[src/rtl/twoscomp_pkg.sv]
// Shared definitions for the two's-complement serial encode/decode blocks.
//   state_t  : controller states of the serial converters
//   TC_WIDTH : default operand width of the complex multiplier datapath
package twoscomp_pkg;

    typedef enum logic [1:0] {
        IDLE  = 2'd0,
        SHIFT = 2'd1,
        DONE  = 2'd2
    } state_t;

    localparam int TC_WIDTH = 16;

endpackage

[src/rtl/serial_negate_cell.sv]
// One-bit serial negation cell: copy bits up to and including the first one,
// complement every bit after it (only when neg is set).
// Ports:
//   clk, reset : clock, synchronous active-high reset
//   clr        : clear the seen-one flag (start of a new operand)
//   en         : advance the cell by one bit
//   neg        : operand is negative, apply the complement rule
//   b          : current input bit (LSB first)
//   o          : output bit for this cycle (combinational from b)
module serial_negate_cell (
    input  logic clk,
    input  logic reset,
    input  logic clr,
    input  logic en,
    input  logic neg,
    input  logic b,
    output logic o
);

    logic seen_one_q;
    logic seen_one_d;

    always_comb begin
        seen_one_d = seen_one_q;
        if (clr) begin
            seen_one_d = 1'b0;
        end else if (en) begin
            seen_one_d = seen_one_q | b;
        end
    end

    // The first one itself is copied: only bits after it see seen_one_q=1.
    assign o = (neg & seen_one_q) ? ~b : b;

    always_ff @(posedge clk) begin
        if (reset) begin
            seen_one_q <= 1'b0;
        end else begin
            seen_one_q <= seen_one_d;
        end
    end

endmodule

[src/rtl/twos_to_signmag_serial.sv]
// Bit-serial two's-complement to sign-magnitude decoder.
// Ports:
//   clk, reset : clock, synchronous active-high reset
//   start, din : load request and operand, sampled only in IDLE
//   busy       : high whenever the controller is not IDLE
//   out_valid  : result available (DONE state)
//   out_ready  : consumer accepts the result
//   sign, mag  : sign flag and unsigned magnitude of the accepted operand
//   dbg_state  : current controller state (state_t encoding)
//
// Handshake: the result transfers on a rising edge where out_valid and
// out_ready are both high. out_valid, sign and mag stay stable until that
// transfer; out_ready may be high before out_valid without effect.
module twos_to_signmag_serial
    import twoscomp_pkg::*;
#(
    parameter int WIDTH = TC_WIDTH
) (
    input  logic             clk,
    input  logic             reset,
    input  logic             start,
    input  logic [WIDTH-1:0] din,
    output logic             busy,
    output logic             out_valid,
    input  logic             out_ready,
    output logic             sign,
    output logic [WIDTH-1:0] mag,
    output logic [1:0]       dbg_state
);

    localparam int CNT_W = (WIDTH > 1) ? $clog2(WIDTH) : 1;
    localparam logic [CNT_W-1:0] CNT_LAST = CNT_W'(WIDTH - 1);

    state_t           state_q, state_d;
    logic [WIDTH-1:0] shreg_q, shreg_d;
    logic [CNT_W-1:0] cnt_q,   cnt_d;
    logic             sign_q,  sign_d;
    logic [WIDTH-1:0] mag_q,   mag_d;

    logic cell_clr;
    logic cell_en;
    logic cell_o;

    serial_negate_cell u_cell (
        .clk   (clk),
        .reset (reset),
        .clr   (cell_clr),
        .en    (cell_en),
        .neg   (sign_q),
        .b     (shreg_q[0]),
        .o     (cell_o)
    );

    always_comb begin
        state_d  = state_q;
        shreg_d  = shreg_q;
        cnt_d    = cnt_q;
        sign_d   = sign_q;
        mag_d    = mag_q;
        cell_clr = 1'b0;
        cell_en  = 1'b0;

        case (state_q)
            IDLE: begin
                if (start) begin
                    shreg_d  = din;
                    sign_d   = din[WIDTH-1];
                    cnt_d    = '0;
                    cell_clr = 1'b1;
                    state_d  = SHIFT;
                end
            end
            SHIFT: begin
                cell_en = 1'b1;
                // Rotate right, substituting the converted bit at the MSB so
                // that after WIDTH steps the register holds the magnitude.
                shreg_d = {cell_o, shreg_q[WIDTH-1:1]};
                cnt_d   = cnt_q + CNT_W'(1);
                if (cnt_q == CNT_LAST) begin
                    mag_d   = {cell_o, shreg_q[WIDTH-1:1]};
                    cnt_d   = '0;
                    state_d = DONE;
                end
            end
            DONE: begin
                if (out_ready) begin
                    state_d = IDLE;
                end
            end
            default: begin
                state_d = IDLE;
            end
        endcase
    end

    always_ff @(posedge clk) begin
        if (reset) begin
            state_q <= IDLE;
            shreg_q <= '0;
            cnt_q   <= '0;
            sign_q  <= 1'b0;
            mag_q   <= '0;
        end else begin
            state_q <= state_d;
            shreg_q <= shreg_d;
            cnt_q   <= cnt_d;
            sign_q  <= sign_d;
            mag_q   <= mag_d;
        end
    end

    assign busy      = (state_q != IDLE);
    assign out_valid = (state_q == DONE);
    assign sign      = sign_q;
    assign mag       = mag_q;
    assign dbg_state = state_q;

endmodule

[config.mk]
export PLATFORM = sky130hd
export DESIGN_NAME = twos_to_signmag_serial
export DESIGN_NICKNAME = d
export VERILOG_FILES = /design/src/rtl/twoscomp_pkg.sv /design/src/rtl/serial_negate_cell.sv /design/src/rtl/twos_to_signmag_serial.sv
export SDC_FILE = /design/constraint.sdc
export NUM_CORES = 1
export LEC_CHECK = 0
export ABC_AREA = 1
export BUFFER_PORTS_ARGS = -buffer_cell sky130_fd_sc_hd__buf_2
export CAP_MARGIN = 0
export CORE_MARGIN = 5
export CORE_UTILIZATION = 47
export DETAILED_ROUTE_END_ITERATION = 12
export PLACE_DENSITY = 0.74
export SKIP_CTS_REPAIR_TIMING = 1
export SYNTH_ARGS = -nofsm -noshare
export SYNTH_HDL_FRONTEND = slang
export SYNTH_SLANG_ARGS = --single-unit
[constraint.sdc]
create_clock -name clk -period 1.3 [get_ports clk]
set_input_delay 0.26 -clock clk [delete_from_list [all_inputs] [get_ports clk]]
set_output_delay 0.26 -clock clk [all_outputs]
set_load 0.02 [all_outputs]
==> out/qor.yml, run 1 <==
synth:
  yosysMostFrequentCell: "nor2_1"
  synth_edf_count: 0
  synth_area_leaders: "dfxtp_1 47%, nor2_1 15%, nand2_1 14%"
  yosysWarnings: 0
  synthDistinctLibCells: 21
  ys_seq_elements: 40
  synthFlopType: "dfxtp_1"
  syn_area_um2: 1690
  syn_nets: 266
  synth_common_cells: "66 x nor2_1, 63 x nand2_1, 40 x dfxtp_1"
  synth_top_cell_by_area: "dfxtp_1"
  synth_cells: 245
  seq_area_frac_synth_pct: 47.3
  netlist.area_leader.share_pct: 47.3
  syn_avg_cell_area_um2: 6.91
  async_flop_share_pct: 0
power:
  clockPowerShare_pct: 29.1
  intPower_mw: 1.67
  power_density_nw_per_um2: 1100
  combPwrFrac_pct: 13.5
  swShare_pct: 27.8
  vdd_ir_drop_max_mv: 0.761
  seqPwrFrac_pct: 57.4
  power_switching_mw: 0.643
  p_leak_nw: 0.999
grt:
  groute.usage.overall_pct: 17.0
  grt_max_degree: 35
  globalRouteOverflowTotal: 0
  first_global_vias: 1523
  antenna_found_initial: 0
  grt_pass1_wl_um: 6750
final_layout:
  diodes: 0
  regArea_um2: 811
  area_growth_pct: 23.9
  multi_input_area_um2: 792
  fillers: 367
  fin_cells: 339
  post-route-util_pct: 61.4
  nets: 313
  drive_gt1_share_pct: 25.9
die:
  coreArea_um2: 3420
  ios: 41
  design.die.area_um2: 4900
  rows: 21
  die_w_um: 70.0
  dieHeight_um: 70.0
  start_util_pct: 49.6
clocking:
  clockRootBuffer: "clkbuf_4"
  cts_tree: "built"
  cts_buffer_depth: 2
  htreeDepth: 2
  clkSlewWorstSetupHoldPaths_ps: 110
  clock_latency_ps: 360
  clock-sinks: 40
  numCtsBuffers: 5
timing:
  setup_viol: 1
  drv_slew: 0
  rsz0062_at_grt: "yes"
  relSlewSlack_pct: 80.9
  fmaxAchievable_mhz: 751
  min_period_over_period_pct: 102
  skew_ps: 18.9
  final_hold_viol_count: 0
  min_period_ps: 1330
  hold_ws_ps: 149
  tightest_slew_ps: 286
  timing.final.ws_setup_ps: -31.2
placement:
  dp.cells: 331
  place_ws_ps: 32.3
  io_buffers: 40
  place_congestion: 0.814
  hpwl_um: 2700
hold_path:
  holdPathStages: 2
  min_path_type: "primary input to flip-flop"
routing:
  routed_wl_um: 4090
  drt_iter0_drc: 131
  drtPass1Iterations: 4
  vias: 1656
  vias_per_cell: 4.88
  drc: 0
  ant_nets: 0
  routedWlPerCell_um: 12.1
status:
  status: "complete, but fails checks"
  violations: "negative setup slack"
worst_setup_path:
  r2r_cells: 7
  startpoint_type: "flip-flop"
  cp_cell_sequence: "inv_1 > nor2_2 > buf_6"
  critPathKind: "flip-flop to output pin"
  worstPathArrival_ps: 1070
  worst-path-max-fanout: 4
  cpPeakStageDelay_ps: 400
  cp.required_ps: 1040
  cp-end-kind: "output pin"
  cpMaxStageDelayCell: "dfxtp_4"
job:
  drv_cap: 0
[power by group through the flow]
stage	registers [mW]	logic, mW	clock network [mW]
6_report	1.33	0.314	0.673
5_1_grt	1.34	0.368	0.749
4_1_cts	1.32	0.301	0.685
3_5_place_dp	1.35	0.299	0
3_3_place_gp	1.35	0.295	0
2_1_floorplan	1.35	0.206	0
[state kept, by name (all words and copies together) (netlist names)]
register           count
cnt_q                  4
u_cell.seen_one_q      1
dbg_state              2
shreg_q               16
sign                   1
mag                   16
[stage by stage]
step	TNS [ps]	power [mW]	cell area, µm²
after floorplan	0	1.55	1690
after global placement	0	1.64	1970
after detailed placement	0	1.65	1970
after CTS	-196	2.31	2030
after global routing	-378	2.45	2100
final	-31.2	2.31	2100
[per-layer routing]
| metal | global-route usage, % | up-vias | wire [µm] |
|---|---|---|---|
| met1 | 22.1 | 745 | 1880 |
| met3 | 4.02 | 5 | 251 |
| met4 | 8.09 | 0 | 40 |
| met5 | 0 | - | 0 |
| met2 | 26.4 | 41 | 1920 |
| li1 | - | 865 | - |
[worst max-delay path: cells and delay by family, from the launching register on]
kind                   cells  cell delay (ps)
and+or+nand+nor            1              130
buffers and inverters      2              210
DFF                        1              400
[layout make-up]
class	instances	area share (%)
flip-flops and latches	40	38.7
clock buffers	7	2.63
clock inverters	1	0.358
inverters	12	2.27
well taps	46	2.74
repair buffers	51	15.6
multi-input cells	182	37.8
[worst paths after layout]
| kind | endpoint | slack (ps) | from |
|---|---|---|---|
| worst max register to register | mag[1]$_SDFFE_PP0P_ | 50 | cnt_q[0]$_SDFFE_PP0P_ |
| worst max-delay path | out_valid | -30 | dbg_state[1]$_SDFFE_PP0P_ |
| worst min register to register | u_cell.seen_one_q$_SDFFE_PP0N_ | 480 | u_cell.seen_one_q$_SDFFE_PP0N_ |
| worst min-delay path | sign$_SDFFE_PP0P_ | 150 | reset |
[logic make-up (layout without fill, tap and decap cells)]
family,Yosys count,count (layout),share of synthesized area [%]
buffers and inverters,23,71,7.24
AND/OR/NAND/NOR,138,138,32.0
flip-flops,40,40,47.3
adder cells (fa/ha/maj),1,1,0.739
AO/OA/AOI/OAI,43,43,12.7
[placed cells by master (no fill, tap or decap), drive strengths merged]
master    netlist  routed
nand3           4       4
nand3b          1       1
nand4           1       1
clkbuf          3       7
buf             8      51
dfxtp          40      40
nand2          64      64
ha              1       1
a21oi           9       9
inv            11      12
nor2           68      68
clkinvlp        0       1
o21ai          34      34
No activity file was read; power rests on OpenSTA's default activity.
==> inputs of run 2 (changes only) <==
Settings changed: BUFFER_PORTS_ARGS -buffer_cell sky130_fd_sc_hd__buf_2 to not set, CORE_UTILIZATION 47 to 55, DONT_BUFFER_PORTS set to 1, PLACE_DENSITY 0.74 to 0.69, TNS_END_PERCENT set to 100.
==> out/qor.yml, run 2 (synthesis results as in run 1) <==
status:
  status: "complete, but fails checks"  # unchanged
  violations: "negative setup slack"  # unchanged
final_layout:
  nets: 281  # was 313
  layout_commonest_cell: "nor2_1"
  fin_cells: 294  # was 339
  layout_common_cells: "64 x nor2_1, 63 x nand2_1, 36 x dfxtp_1"  # was 63 x nand2_1, 63 x nor2_1, 38 x buf_2
  final_cell_area_um2: 2000  # was 2100 µm²
  area_growth_pct: 18.0  # was 23.9%
  post-route-util_pct: 66.5  # was 61.4%
  diodes: 0  # unchanged
  drive_gt1_share_pct: 17.6  # was 25.9%
clocking:
  htreeDepth: 2  # unchanged
  clock-sinks: 40  # unchanged
  clockRootBuffer: "clkbuf_4"  # unchanged
  clkSlewWorstSetupHoldPaths_ps: 110  # about the same
  numCtsBuffers: 5  # unchanged
  cts_tree: "built"  # unchanged
  cts_buffer_depth: 2  # unchanged
  clock_latency_ps: 350  # was 360 ps
worst_setup_path:
  worst-path-max-fanout: 3  # was 4
  cp-end-kind: "output pin"  # unchanged
  startpoint_type: "flip-flop"  # unchanged
  critPathKind: "flip-flop to output pin"  # unchanged
  r2r-start: "dbg_state[0]$_SDFFE_PP0P_"  # was cnt_q[0]$_SDFFE_PP0P_
  reg2reg_to: "mag[3]$_SDFFE_PP0P_"  # was mag[1]$_SDFFE_PP0P_
  cp.required_ps: 1040  # about the same
  reg2reg_setup_slack_ps: 40  # was 50 ps
  worstPathArrival_ps: 1060  # was 1070 ps
  r2r_cells: 7  # unchanged
timing:
  skew_ps: 10.5  # was 18.9 ps
  min_period_over_period_pct: 101  # was 102%
  rsz0062_at_grt: "yes"  # unchanged
  hold_ws_ps: 75.0  # was 149 ps
  relSlewSlack_pct: 82.0  # was 80.9%
  min_period_ps: 1320  # was 1330 ps
  setup_tns_ps: -23.0  # was -31.2 ps
  fmaxAchievable_mhz: 760  # was 751 MHz
  final_hold_viol_count: 0  # unchanged
  timing.final.ws_setup_ps: -15.5  # was -31.2 ps
  setup_viol: 2  # was 1
  tightest_slew_ps: 270  # was 286 ps
  drv_slew: 0  # unchanged
routing:
  routedWlPerCell_um: 12.7  # was 12.1 µm
  routed_wl_um: 3740  # was 4090 µm
  ant_nets: 0  # unchanged
  drc: 0  # unchanged
  vias_per_cell: 5.16  # was 4.88
  drtPass1Iterations: 4  # unchanged
  drt_iter0_drc: 92  # was 131
  vias: 1517  # was 1656
grt:
  globalRouteOverflowTotal: 0  # unchanged
  first_global_vias: 1386  # was 1523
  grt_pass1_wl_um: 5990  # was 6750 µm
  grt_max_degree: 28  # was 35
  groute.usage.overall_pct: 18.4  # was 17.0%
  antenna_found_initial: 0  # unchanged
placement:
  place_congestion: 0.744  # was 0.814
  place_ws_ps: 41.9  # was 32.3 ps
  place_area_um2: 1800  # was 1970 µm²
  dp.cells: 281  # was 331
  hpwl_um: 2490  # was 2700 µm
  io_buffers: 0  # was 40
job:
  drv_cap: 0  # unchanged
power:
  power_density_nw_per_um2: 1220  # was 1100 nW/µm²
  combPwrFrac_pct: 12.5  # was 13.5%
  clockPowerShare_pct: 32.9  # was 29.1%
  swShare_pct: 25.9  # was 27.8%
  intPower_mw: 1.81  # was 1.67 mW
  vdd_ir_drop_max_mv: 0.617  # was 0.761 mV
  design_power_total_mw: 2.44  # was 2.31 mW
  power_switching_mw: 0.630  # was 0.643 mW
  seqPwrFrac_pct: 54.6  # was 57.4%
  p_leak_nw: 0.881  # was 0.999 nW
die:
  dieHeight_um: 65.5  # was 70.0 µm
  design.die.area_um2: 4290  # was 4900 µm²
  start_util_pct: 56.4  # was 49.6%
  rows: 20  # was 21
  ios: 41  # unchanged
  die_w_um: 65.5  # was 70.0 µm
  coreArea_um2: 3000  # was 3420 µm²
hold_path:
  hp-start: "out_ready"  # was reset
  holdPathStages: 3  # was 2
  min_path_type: "primary input to flip-flop"  # unchanged
  hold-path-endpoint: "dbg_state[1]$_SDFFE_PP0P_"  # was sign$_SDFFE_PP0P_
==> run 2: power by group through the flow <==
| stage | Sequential [mW] | Combinational [mW] | Clock [mW] |
|---|---|---|---|
| CTS | 1.32 | 0.268 | 0.812 |
| finish | 1.33 | 0.305 | 0.801 |
| floorplan | 1.35 | 0.206 | 0 |
| detailed placement | 1.35 | 0.267 | 0 |
| global placement | 1.35 | 0.263 | 0 |
| global route | 1.34 | 0.354 | 0.870 |
==> run 2: worst max-delay path: stages, from the launching register on <==
cell and delay, ps:
dfxtp_4 380, inv_1 80, nor2_4 130, buf_6 130
==> run 2: cell type report <==
type	instances	area [µm²]
Multi-Input combinational cell	182	825
Clock inverter	2	35.0
Fill cell	296	1010
Timing Repair Buffer	19	194
Clock buffer	6	41.3
Sequential cell	40	808
Tap cell	33	41.3
Inverter	12	52.6
==> run 2: worst max path at each step <==
stage,start,end,slack [ps],cells past startpoint
floorplan,dbg_state[1]$_SDFFE_PP0P_,shreg_q[10]$_SDFFE_PP0P_,50,6
global placement,cnt_q[1]$_SDFFE_PP0P_,mag[5]$_SDFFE_PP0P_,80,7
detailed placement,cnt_q[0]$_SDFFE_PP0P_,mag[0]$_SDFFE_PP0P_,40,8
CTS,dbg_state[1]$_SDFFE_PP0P_,busy,-170,3
global route,dbg_state[0]$_SDFFE_PP0P_,out_valid,-80,3
finish,dbg_state[1]$_SDFFE_PP0P_,out_valid,-20,3
==> run 2: per-layer routing <==
| metal | global-route usage (%) | vias up | wire length [µm] |
|---|---|---|---|
| met5 | 0 | - | 0 |
| met4 | 9.07 | 0 | 72 |
| met3 | 6.84 | 8 | 285 |
| met2 | 29.6 | 42 | 1730 |
| met1 | 21.4 | 661 | 1650 |
| li1 | - | 806 | - |
==> inputs of run 3 (changes only) <==
Settings changed: GPL_TIMING_DRIVEN set to 0, SLEW_MARGIN set to 20.
==> out/qor.yml, run 3 (synthesis results as in run 1) <==
routing:
  drt_iter0_drc: 77  # was 92
  routedWlPerCell_um: 13.5  # was 12.7 µm
  drc: 0  # unchanged
  ant_nets: 0  # unchanged
  drtPass1Iterations: 4  # unchanged
  vias: 1594  # was 1517
  routed_wl_um: 4010  # was 3740 µm
  vias_per_cell: 5.37  # was 5.16
worst_setup_path:
  critPathLaunch: "cnt_q[0]$_SDFFE_PP0P_"  # was dbg_state[1]$_SDFFE_PP0P_
  r2r-start: "cnt_q[0]$_SDFFE_PP0P_"  # was dbg_state[0]$_SDFFE_PP0P_
  worstPathArrival_ps: 1560  # was 1060 ps
  cp.required_ps: 1560  # was 1040 ps
  worst-path-max-fanout: 4  # was 3
  startpoint_type: "flip-flop"  # unchanged
  cp-end-kind: "flip-flop"  # was output pin
  critPathKind: "flip-flop to flip-flop"  # was flip-flop to output pin
grt:
  grt_max_degree: 12  # was 28
  grt_pass1_wl_um: 6300  # was 5990 µm
  groute.usage.overall_pct: 19.4  # was 18.4%
  globalRouteOverflowTotal: 0  # unchanged
  antenna_found_initial: 0  # unchanged
  first_global_vias: 1359  # was 1386
die:
  dieHeight_um: 65.5  # unchanged
  coreArea_um2: 3000  # unchanged
  design.die.area_um2: 4290  # unchanged
  ios: 41  # unchanged
  die_w_um: 65.5  # unchanged
  rows: 20  # unchanged
  start_util_pct: 56.4  # unchanged
final_layout:
  diodes: 0  # unchanged
  nets: 285  # was 281
  area_growth_pct: 17.4  # was 18.0%
  layout_common_cells: "62 x nor2_1, 62 x nand2_1, 36 x dfxtp_1"  # was 64 x nor2_1, 63 x nand2_1, 36 x dfxtp_1
  drive_gt1_share_pct: 19.3  # was 17.6%
  post-route-util_pct: 66.2  # was 66.5%
timing:
  tightest_slew_ps: 516  # was 270 ps
  final_hold_viol_count: 0  # unchanged
  fmaxAchievable_mhz: 769  # was 760 MHz
  drv_slew: 0  # unchanged
  setup_viol: 1  # was 2
  skew_ps: 13.1  # was 10.5 ps
  min_period_over_period_pct: 100  # was 101%
  min_period_ps: 1300  # was 1320 ps
  setup_tns_ps: -0.897  # was -23.0 ps
  rsz0062_at_grt: "yes"  # unchanged
  timing.final.ws_setup_ps: -0.897  # was -15.5 ps
  relSlewSlack_pct: 65.6  # was 82.0%
clocking:
  clock_latency_ps: 350  # about the same
  htreeDepth: 2  # unchanged
  clockRootBuffer: "clkbuf_4"  # unchanged
  cts_tree: "built"  # unchanged
  cts_buffer_depth: 2  # unchanged
  clock-sinks: 40  # unchanged
  clkSlewWorstSetupHoldPaths_ps: 110  # about the same
  numCtsBuffers: 5  # unchanged
status:
  violations: "negative setup slack"  # unchanged
  status: "complete, but fails checks"  # unchanged
power:
  swShare_pct: 28.4  # was 25.9%
  design_power_total_mw: 2.23  # was 2.44 mW
  power_density_nw_per_um2: 1120  # was 1220 nW/µm²
  intPower_mw: 1.59  # was 1.81 mW
  power_switching_mw: 0.632  # was 0.630 mW
  clockPowerShare_pct: 26.6  # was 32.9%
  seqPwrFrac_pct: 60.2  # was 54.6%
  vdd_ir_drop_max_mv: 0.654  # was 0.617 mV
  combPwrFrac_pct: 13.2  # was 12.5%
  p_leak_nw: 0.853  # was 0.881 nW
job:
  drv_cap: 0  # unchanged
hold_path:
  min_path_type: "primary input to flip-flop"  # unchanged
  hp-start: "out_ready"  # unchanged
placement:
  hpwl_um: 2620  # was 2490 µm
  io_buffers: 0  # unchanged
  place_congestion: 0.762  # was 0.744
[run 3: critical path: stages, from the launching register on]
cell	delay [ps]
dfxtp_4	380
ha_4	130
nand2_2	70
nor2_4	190
buf_4	150
nand2_2	100
o21ai_1	150
nor2_1	60
[run 3: per-layer routing]
metal	vias to the layer above	routed length (µm)	track usage (%)
met5	-	0	0
met4	0	66	8.55
met3	9	357	7.01
met2	54	1780	28.1
met1	720	1810	25.8
li1	811	-	-
[run 3: per-stage QoR]
step	cell area (µm²)	setup WS [ps]	hold WS (ps)	std cells
final	1990	-0.897	68.5	297
after global routing	1990	-71.8	66.5	297
after CTS	1780	-325	-59.2	285
after detailed placement	1730	-180	332	278
after global placement	1730	-154	330	278
after floorplan	1690	54.6	329	245
[run 3: cell type report]
type / count / area, µm²
buffer: 11 / 86.3
clock buffer: 6 / 41.3
clock inverter: 1 / 5.00
fill: 290 / 1020
inverter: 12 / 50.0
multi-input combinational: 183 / 855
sequential: 40 / 816
tap: 33 / 41.3
timing repair buffer: 11 / 92.6
[run 3: power groups by stage]
stage          logic, mW  clock network [mW]  registers, mW
5_1_grt            0.337               0.668           1.35
4_1_cts            0.256               0.609           1.33
3_5_place_dp       0.255                   0           1.36
2_1_floorplan      0.206                   0           1.35
6_report           0.294               0.593           1.34
3_3_place_gp       0.251                   0           1.36
[run 3: path summary, 6_finish.rpt]
check / cells after the start / end / slack, ps
setup / recovery: 7 / mag[9]$_SDFFE_PP0P_ / -0.9
hold / removal: 3 / dbg_state[1]$_SDFFE_PP0P_ / 70
setup reg to reg: 7 / mag[9]$_SDFFE_PP0P_ / -0.9
hold reg to reg: 2 / u_cell.seen_one_q$_SDFFE_PP0N_ / 480
